**config.mk**
```make
export PLATFORM = sky130hd
export DESIGN_NAME = ama_riscv_alu_flat
export DESIGN_NICKNAME = d
export VERILOG_FILES = /design/src/rtl/ama_riscv_alu_if.sv /design/src/rtl/ama_riscv_alu.sv /design/src/flat_wrapper.sv
export SDC_FILE = /design/constraint.sdc
export NUM_CORES = 1
export LEC_CHECK = 0
export CAP_MARGIN = 20
export CORE_ASPECT_RATIO = 0.8
export CORE_MARGIN = 2
export CORE_UTILIZATION = 45
export DETAILED_ROUTE_END_ITERATION = 10
export PLACE_DENSITY_LB_ADDON = 0.3
export SYNTH_ARGS = -nofsm -noshare
export SYNTH_HDL_FRONTEND = slang
export SYNTH_SLANG_ARGS = --single-unit
```
**constraint.sdc**
```tcl
create_clock -name clk -period 7.2 [get_ports clk]
set_clock_uncertainty 0.2 [all_clocks]
set_input_delay 1.44 -clock clk [delete_from_list [all_inputs] [get_ports clk]]
set_output_delay 1.44 -clock clk [all_outputs]
set_load 0.02 [all_outputs]
```
**src/rtl/ama_riscv_alu_if.sv**
```systemverilog
// -----------------------------------------------------------------------------
// ama_riscv_alu_if
//   Operand/result bundle between the execute-stage issue logic and the ALU.
//
//   Signals
//     op_sel   [3:0]   operation select (driven by master)
//     in_a     [31:0]  operand A (driven by master)
//     in_b     [31:0]  operand B, shift amount in in_b[4:0] (driven by master)
//     out_s    [31:0]  combinational ALU result (driven by slave)
//     out_s_q  [31:0]  out_s registered on clk (driven by slave)
//
//   Modports
//     master : the side that issues operations and consumes results
//     slave  : the ALU itself
// -----------------------------------------------------------------------------
interface ama_riscv_alu_if;

    logic [3:0]  op_sel;
    logic [31:0] in_a;
    logic [31:0] in_b;
    logic [31:0] out_s;
    logic [31:0] out_s_q;

    modport master (
        output op_sel,
        output in_a,
        output in_b,
        input  out_s,
        input  out_s_q
    );

    modport slave (
        input  op_sel,
        input  in_a,
        input  in_b,
        output out_s,
        output out_s_q
    );

endinterface : ama_riscv_alu_if

```
**src/rtl/ama_riscv_alu.sv**
```systemverilog
// -----------------------------------------------------------------------------
// ama_riscv_alu
//   32-bit RV32I integer ALU for the execute stage. Produces a zero-latency
//   combinational result (bus.out_s) and a one-cycle registered copy
//   (bus.out_s_q) for the next pipeline stage.
//
//   Ports
//     clk   input   rising-edge clock for the registered result
//     rst   input   asynchronous active-high reset, clears bus.out_s_q only
//     bus   slave   ama_riscv_alu_if: op_sel, in_a, in_b -> out_s, out_s_q
//
//   Structure
//     - One shared 33-bit adder serves ADD, SUB, SLT and SLTU. Compares are
//       derived from the subtraction's carry and sign bits.
//     - One right barrel shifter serves SRL, SRA and SLL. SLL reverses the
//       operand bits, shifts right with zero fill, and reverses back.
//     - Unused op_sel codes drive zero so nothing undefined leaks out.
// -----------------------------------------------------------------------------
module ama_riscv_alu (
    input  logic               clk,
    input  logic               rst,
    ama_riscv_alu_if.slave     bus
);

    // Operation encodings (op_sel)
    localparam logic [3:0] OP_ADD    = 4'b0000;
    localparam logic [3:0] OP_SUB    = 4'b1000;
    localparam logic [3:0] OP_SLL    = 4'b0001;
    localparam logic [3:0] OP_SRL    = 4'b0101;
    localparam logic [3:0] OP_SRA    = 4'b1101;
    localparam logic [3:0] OP_SLT    = 4'b0010;
    localparam logic [3:0] OP_SLTU   = 4'b0011;
    localparam logic [3:0] OP_XOR    = 4'b0100;
    localparam logic [3:0] OP_OR     = 4'b0110;
    localparam logic [3:0] OP_AND    = 4'b0111;
    localparam logic [3:0] OP_PASS_B = 4'b1111;

    // Mirror a word end-for-end so a right shifter can perform left shifts.
    function automatic logic [31:0] bit_reverse(input logic [31:0] v);
        logic [31:0] r;
        for (int i = 0; i < 32; i++) begin
            r[i] = v[31 - i];
        end
        return r;
    endfunction

    // ------------------------------------------------------------------
    // Adder / subtractor
    // ------------------------------------------------------------------
    logic        use_sub_s;
    logic [31:0] add_b_s;
    logic [32:0] sum_s;
    logic        ltu_s;
    logic        lt_s;

    // Select add vs. subtract; compares need a - b as well.
    always_comb begin
        use_sub_s = 1'b0;
        case (bus.op_sel)
            OP_SUB:  use_sub_s = 1'b1;
            OP_SLT:  use_sub_s = 1'b1;
            OP_SLTU: use_sub_s = 1'b1;
            default: use_sub_s = 1'b0;
        endcase
    end

    // Two's-complement subtract as a + ~b + 1; carry out survives in bit 32.
    always_comb begin
        add_b_s = 32'h0000_0000;
        if (use_sub_s) begin
            add_b_s = ~bus.in_b;
        end else begin
            add_b_s = bus.in_b;
        end
        sum_s = {1'b0, bus.in_a} + {1'b0, add_b_s} + {32'h0000_0000, use_sub_s};
    end

    // Unsigned a < b exactly when a - b borrows (no carry out). For signed,
    // differing signs decide directly; equal signs cannot overflow, so the
    // difference's sign bit is the answer.
    always_comb begin
        ltu_s = ~sum_s[32];
        lt_s  = 1'b0;
        if (bus.in_a[31] != bus.in_b[31]) begin
            lt_s = bus.in_a[31];
        end else begin
            lt_s = sum_s[31];
        end
    end

    // ------------------------------------------------------------------
    // Shared barrel shifter
    // ------------------------------------------------------------------
    logic [4:0]  shamt_s;
    logic        shift_fill_s;
    logic [31:0] shift_src_s;
    logic [31:0] stage1_s;
    logic [31:0] stage2_s;
    logic [31:0] stage4_s;
    logic [31:0] stage8_s;
    logic [31:0] stage16_s;
    logic [31:0] shl_s;

    // Choose shifter input orientation and fill bit for the current op.
    always_comb begin
        shamt_s      = bus.in_b[4:0];
        shift_fill_s = 1'b0;
        shift_src_s  = bus.in_a;
        case (bus.op_sel)
            OP_SLL: begin
                shift_fill_s = 1'b0;
                shift_src_s  = bit_reverse(bus.in_a);
            end
            OP_SRA: begin
                shift_fill_s = bus.in_a[31];
                shift_src_s  = bus.in_a;
            end
            default: begin
                shift_fill_s = 1'b0;
                shift_src_s  = bus.in_a;
            end
        endcase
    end

    // Logarithmic right shift: each stage conditionally shifts by a power of two.
    always_comb begin
        if (shamt_s[0]) begin
            stage1_s = {shift_fill_s, shift_src_s[31:1]};
        end else begin
            stage1_s = shift_src_s;
        end
        if (shamt_s[1]) begin
            stage2_s = {{2{shift_fill_s}}, stage1_s[31:2]};
        end else begin
            stage2_s = stage1_s;
        end
        if (shamt_s[2]) begin
            stage4_s = {{4{shift_fill_s}}, stage2_s[31:4]};
        end else begin
            stage4_s = stage2_s;
        end
        if (shamt_s[3]) begin
            stage8_s = {{8{shift_fill_s}}, stage4_s[31:8]};
        end else begin
            stage8_s = stage4_s;
        end
        if (shamt_s[4]) begin
            stage16_s = {{16{shift_fill_s}}, stage8_s[31:16]};
        end else begin
            stage16_s = stage8_s;
        end
        shl_s = bit_reverse(stage16_s);
    end

    // ------------------------------------------------------------------
    // Result select and pipeline register
    // ------------------------------------------------------------------
    logic [31:0] result_d;
    logic [31:0] result_q;

    // Final result mux; reserved encodings resolve to zero.
    always_comb begin
        result_d = 32'h0000_0000;
        case (bus.op_sel)
            OP_ADD:    result_d = sum_s[31:0];
            OP_SUB:    result_d = sum_s[31:0];
            OP_SLL:    result_d = shl_s;
            OP_SRL:    result_d = stage16_s;
            OP_SRA:    result_d = stage16_s;
            OP_SLT:    result_d = {31'h0000_0000, lt_s};
            OP_SLTU:   result_d = {31'h0000_0000, ltu_s};
            OP_XOR:    result_d = bus.in_a ^ bus.in_b;
            OP_OR:     result_d = bus.in_a | bus.in_b;
            OP_AND:    result_d = bus.in_a & bus.in_b;
            OP_PASS_B: result_d = bus.in_b;
            default:   result_d = 32'h0000_0000;
        endcase
    end

    // One-cycle copy of the result for the next stage; reset clears it at once.
    always_ff @(posedge clk or posedge rst) begin
        if (rst) begin
            result_q <= 32'h0000_0000;
        end else begin
            result_q <= result_d;
        end
    end

    assign bus.out_s   = result_d;
    assign bus.out_s_q = result_q;

endmodule : ama_riscv_alu

```
**src/flat_wrapper.sv**
```systemverilog
// flat-port wrapper written by rule: the top's interface ports become plain ports
module ama_riscv_alu_flat 
  (clk, rst, bus_op_sel, bus_in_a, bus_in_b, bus_out_s, bus_out_s_q);
  ama_riscv_alu_if bus_i ();
  input  logic clk;
  input  logic rst;
  input wire logic [$bits(bus_i.op_sel)-1:0] bus_op_sel;
  input wire logic [$bits(bus_i.in_a)-1:0] bus_in_a;
  input wire logic [$bits(bus_i.in_b)-1:0] bus_in_b;
  output wire logic [$bits(bus_i.out_s)-1:0] bus_out_s;
  output wire logic [$bits(bus_i.out_s_q)-1:0] bus_out_s_q;
  assign bus_i.op_sel = bus_op_sel;
  assign bus_i.in_a = bus_in_a;
  assign bus_i.in_b = bus_in_b;
  assign bus_out_s = bus_i.out_s;
  assign bus_out_s_q = bus_i.out_s_q;
  ama_riscv_alu u_core (.clk(clk), .rst(rst), .bus(bus_i));
endmodule
```
==> impl_metrics.xml <==
<?xml version="1.0" encoding="UTF-8"?>
<metrics>
  <group name="worst_setup_path">
    <metric name="worst_setup_path_start_kind" unit="">input pin</metric>
    <metric name="crit_path_top_delay_cell" unit="">sky130_fd_sc_hd__mux4_1</metric>
    <metric name="worst-path-buf-inv" unit="">5</metric>
    <metric name="crit_path_max_fanout" unit="">31</metric>
    <metric name="critical_path.top_delay_family" unit="">buffers and inverters</metric>
    <metric name="end_kind" unit="">primary output</metric>
    <metric name="path_cells" unit="">clkdlybuf4s50_1 &gt; buf_4 &gt; buf_4 &gt; nor4b_4 &gt; buf_12 &gt; mux4_1 &gt; mux2i_1 &gt; mux2i_1 &gt; o22ai_1 &gt; a211oi_1 &gt; a221o_1 &gt; clkdlybuf4s50_1</metric>
    <metric name="timing.critical_path.arrival" unit="ns">5.41</metric>
    <metric name="worstSetupPathDepth" unit="">12</metric>
    <metric name="crit_type" unit="">input pin to primary output</metric>
    <metric name="max_stage_delay" unit="ns">0.64</metric>
    <metric name="worst_ep_required_time" unit="ns">5.56</metric>
  </group>
  <group name="floorplanning">
    <metric name="die_area" unit="sq um">17000</metric>
    <metric name="fp.coreArea" unit="sq um">15700</metric>
    <metric name="io_pins" unit="">134</metric>
    <metric name="placement_rows" unit="">41</metric>
    <metric name="die_height" unit="um">117</metric>
    <metric name="floorplan.die.width" unit="um">145</metric>
    <metric name="start_util" unit="">0.457</metric>
  </group>
  <group name="timing">
    <metric name="setup-tns-final" unit="ns">0</metric>
    <metric name="timing_worst_slew_pin_value" unit="ns">1.02</metric>
    <metric name="timing.final.hold_violations" unit="">0</metric>
    <metric name="finalCritPeriodShare" unit="">0.980</metric>
    <metric name="worst_slack" unit="ns">0.147</metric>
    <metric name="slew_violations" unit="">0</metric>
    <metric name="hold_ws" unit="ns">1.28</metric>
    <metric name="max_freq" unit="MHz">142</metric>
    <metric name="setup_viol" unit="">0</metric>
    <metric name="layout_min_cycle_time" unit="ns">7.05</metric>
    <metric name="timing.slew.headroom" unit="">0.322</metric>
  </group>
  <group name="clock_network">
    <metric name="number_of_buffers_created_by_cts" unit="">5</metric>
    <metric name="cts_root_buf" unit="">sky130_fd_sc_hd__clkbuf_16</metric>
    <metric name="cts-root-to-sink-buffers" unit="">2</metric>
    <metric name="maximum_level_of_the_cts_h_tree" unit="">2</metric>
    <metric name="clkSinkCount" unit="">32</metric>
    <metric name="post_cts_hold_buffer_count" unit="">0</metric>
    <metric name="clock_tree_from_tritoncts" unit="">built</metric>
    <metric name="clk_pin_slew" unit="ns">0.05</metric>
  </group>
  <group name="min_path">
    <metric name="timing.hold.worst.class" unit="">input pin to async pin</metric>
  </group>
  <group name="grt">
    <metric name="grt_first_pass_wirelength" unit="um">45000</metric>
    <metric name="first_global_vias" unit="">7526</metric>
    <metric name="antenna_found_initial" unit="">0</metric>
    <metric name="grt_max_degree" unit="">36</metric>
    <metric name="gr-usage-all-layers" unit="">0.343</metric>
    <metric name="globalRoute.totalOverflow" unit="">0</metric>
  </group>
  <group name="final_layout">
    <metric name="largest_reg_flops" unit="">32</metric>
    <metric name="post_layout_nonfiller_instances" unit="">1315</metric>
    <metric name="num-fill-cells" unit="">1469</metric>
    <metric name="ratio_of_cells_with_drive_above_1_in_the_final_layout" unit="">0.138</metric>
    <metric name="antenna-diode-count" unit="">0</metric>
    <metric name="layout.cell_area.non_filler" unit="sq um">9530</metric>
    <metric name="final_nets" unit="">1266</metric>
    <metric name="flow.area_growth_from_synthesis" unit="%">32.8</metric>
  </group>
  <group name="pwr">
    <metric name="power.density_cell_area" unit="nW/um^2">143</metric>
    <metric name="worst_ir_drop_vdd" unit="mV">0.147</metric>
    <metric name="p_leak" unit="uW">0.00427</metric>
  </group>
  <group name="logic_synthesis">
    <metric name="synth_common_cells" unit="">sky130_fd_sc_hd__ha_1 (96), sky130_fd_sc_hd__nand2_1 (92), sky130_fd_sc_hd__o21ai_0 (73), sky130_fd_sc_hd__inv_1 (72), sky130_fd_sc_hd__a21oi_1 (70)</metric>
    <metric name="post-synth-top-area-cell" unit="">sky130_fd_sc_hd__ha_1</metric>
    <metric name="yosys_warnings" unit="">0</metric>
    <metric name="syn-instance-count" unit="">930</metric>
    <metric name="synth_top_area_frac" unit="">0.167</metric>
    <metric name="synthesized_area_per_cell" unit="sq um">7.72</metric>
    <metric name="yosys.cell_types.count" unit="">67</metric>
    <metric name="synth_flop_cell" unit="">sky130_fd_sc_hd__dfrtp_1</metric>
    <metric name="post_synth_instance_area" unit="sq um">7180</metric>
    <metric name="postSynthRegisterBits" unit="">32</metric>
    <metric name="post_synth_main_area_contributors" unit="">sky130_fd_sc_hd__ha_1 (17%), sky130_fd_sc_hd__dfrtp_1 (11%), sky130_fd_sc_hd__mux2i_1 (7.5%), sky130_fd_sc_hd__mux4_2 (6.3%), sky130_fd_sc_hd__xnor2_1 (6.0%)</metric>
    <metric name="proportion_of_register_bits_with_asynchronous_set_or_reset_after_synthesis" unit="">1.00</metric>
    <metric name="syn_nets" unit="">1097</metric>
    <metric name="post_synth_edffs" unit="">0</metric>
    <metric name="yosysSeqAreaShare" unit="">0.112</metric>
    <metric name="synth_most_common_cell" unit="">sky130_fd_sc_hd__ha_1</metric>
  </group>
  <group name="place">
    <metric name="port_buffers" unit="">133</metric>
    <metric name="place_worst_setup_slack" unit="ns">-0.190</metric>
    <metric name="placedInstanceArea" unit="sq um">9210</metric>
    <metric name="post-place-cells" unit="">1300</metric>
    <metric name="detailed_place_hpwl" unit="um">23900</metric>
    <metric name="gp_routability_congestion" unit="">1.09</metric>
  </group>
  <group name="routing">
    <metric name="drt_iter0_markers" unit="">1014</metric>
    <metric name="routed_via_density" unit="">6.32</metric>
    <metric name="via_count" unit="">8307</metric>
    <metric name="routed_wire_length_per_instance" unit="um">22.7</metric>
    <metric name="routed_wirelength" unit="um">29800</metric>
    <metric name="post-route-drc-count" unit="">0</metric>
    <metric name="final_antenna_net_count" unit="">0</metric>
    <metric name="dr.pass1.iters" unit="">6</metric>
  </group>
  <group name="flow_run">
    <metric name="max_cap_viol_count" unit="">0</metric>
  </group>
  <group name="run_status">
    <metric name="status" unit="">finished clean</metric>
  </group>
</metrics>
-- power breakdown --
group	switching [uW]	internal (uW)	total [uW]
clock	70.4	182	252
sequential	7.01	205	212
combinational	513	388	901
-- final cells by class --
class,instances,area (sq um),share of cell area
Sequential cell,32,801,0.0840
Clock buffer,7,153,0.0160
Timing Repair Buffer,224,2070,0.217
Clock inverter,1,30.0,0.00315
Tap cell,215,269,0.0282
Inverter,74,278,0.0292
Multi-Input combinational cell,762,5930,0.622
-- metal layers --
layer  vias to the layer above  share of wire  track usage
met2                       558           0.42        0.533
met4                         0          0.026       0.0908
met1                      3918           0.42        0.469
li1                       3759              -            -
met3                        72           0.13        0.106
met5                         -              0            0
-- path summary, 6_finish.rpt --
path	startpoint	endpoint	slack [ns]
min in group clk	bus_in_b[30]	u_core.bus.out_s_q[30]	1.88
max	bus_op_sel[1]	bus_out_s[9]	0.15
max in group asynchronous	rst	u_core.bus.out_s_q[5]	5.04
min	rst	u_core.bus.out_s_q[14]	1.28
-- cells by family after synthesis --
kind of cell | share of synthesized area
muxes | 0.146
DFF | 0.112
AOI/OAI and AO/OA | 0.281
xor gates and xnor gates | 0.0745
and+or+nand+nor | 0.139
adders and majority gates | 0.170
buffers and inverters | 0.0765
-- through the flow --
step	power [uW]	util
2_1_floorplan	700	-
3_3_place_gp	1070	0.585
3_5_place_dp	1080	0.587
4_1_cts	1330	0.599
5_1_grt	1430	0.607
6_report	1360	0.607
-- cells in the final DEF, fill, tap and decap left out, drive strengths merged, types with 32 or more instances in the layout --
cell type	count
nor2	60
xnor2	49
mux2i	54
a21oi	72
o21ai	77
clkdlybuf4s50	118
dfrtp	32
ha	96
nand2	92
buf	91
inv	72
-- timing repair --
item                                    in CTS  in global routing
pin swaps                                    0                  6
endpoints found under the setup margin      13                 20
resized for setup                           15                 26
buffers inserted                             0                  7
(Power assumes the default switching activity.)
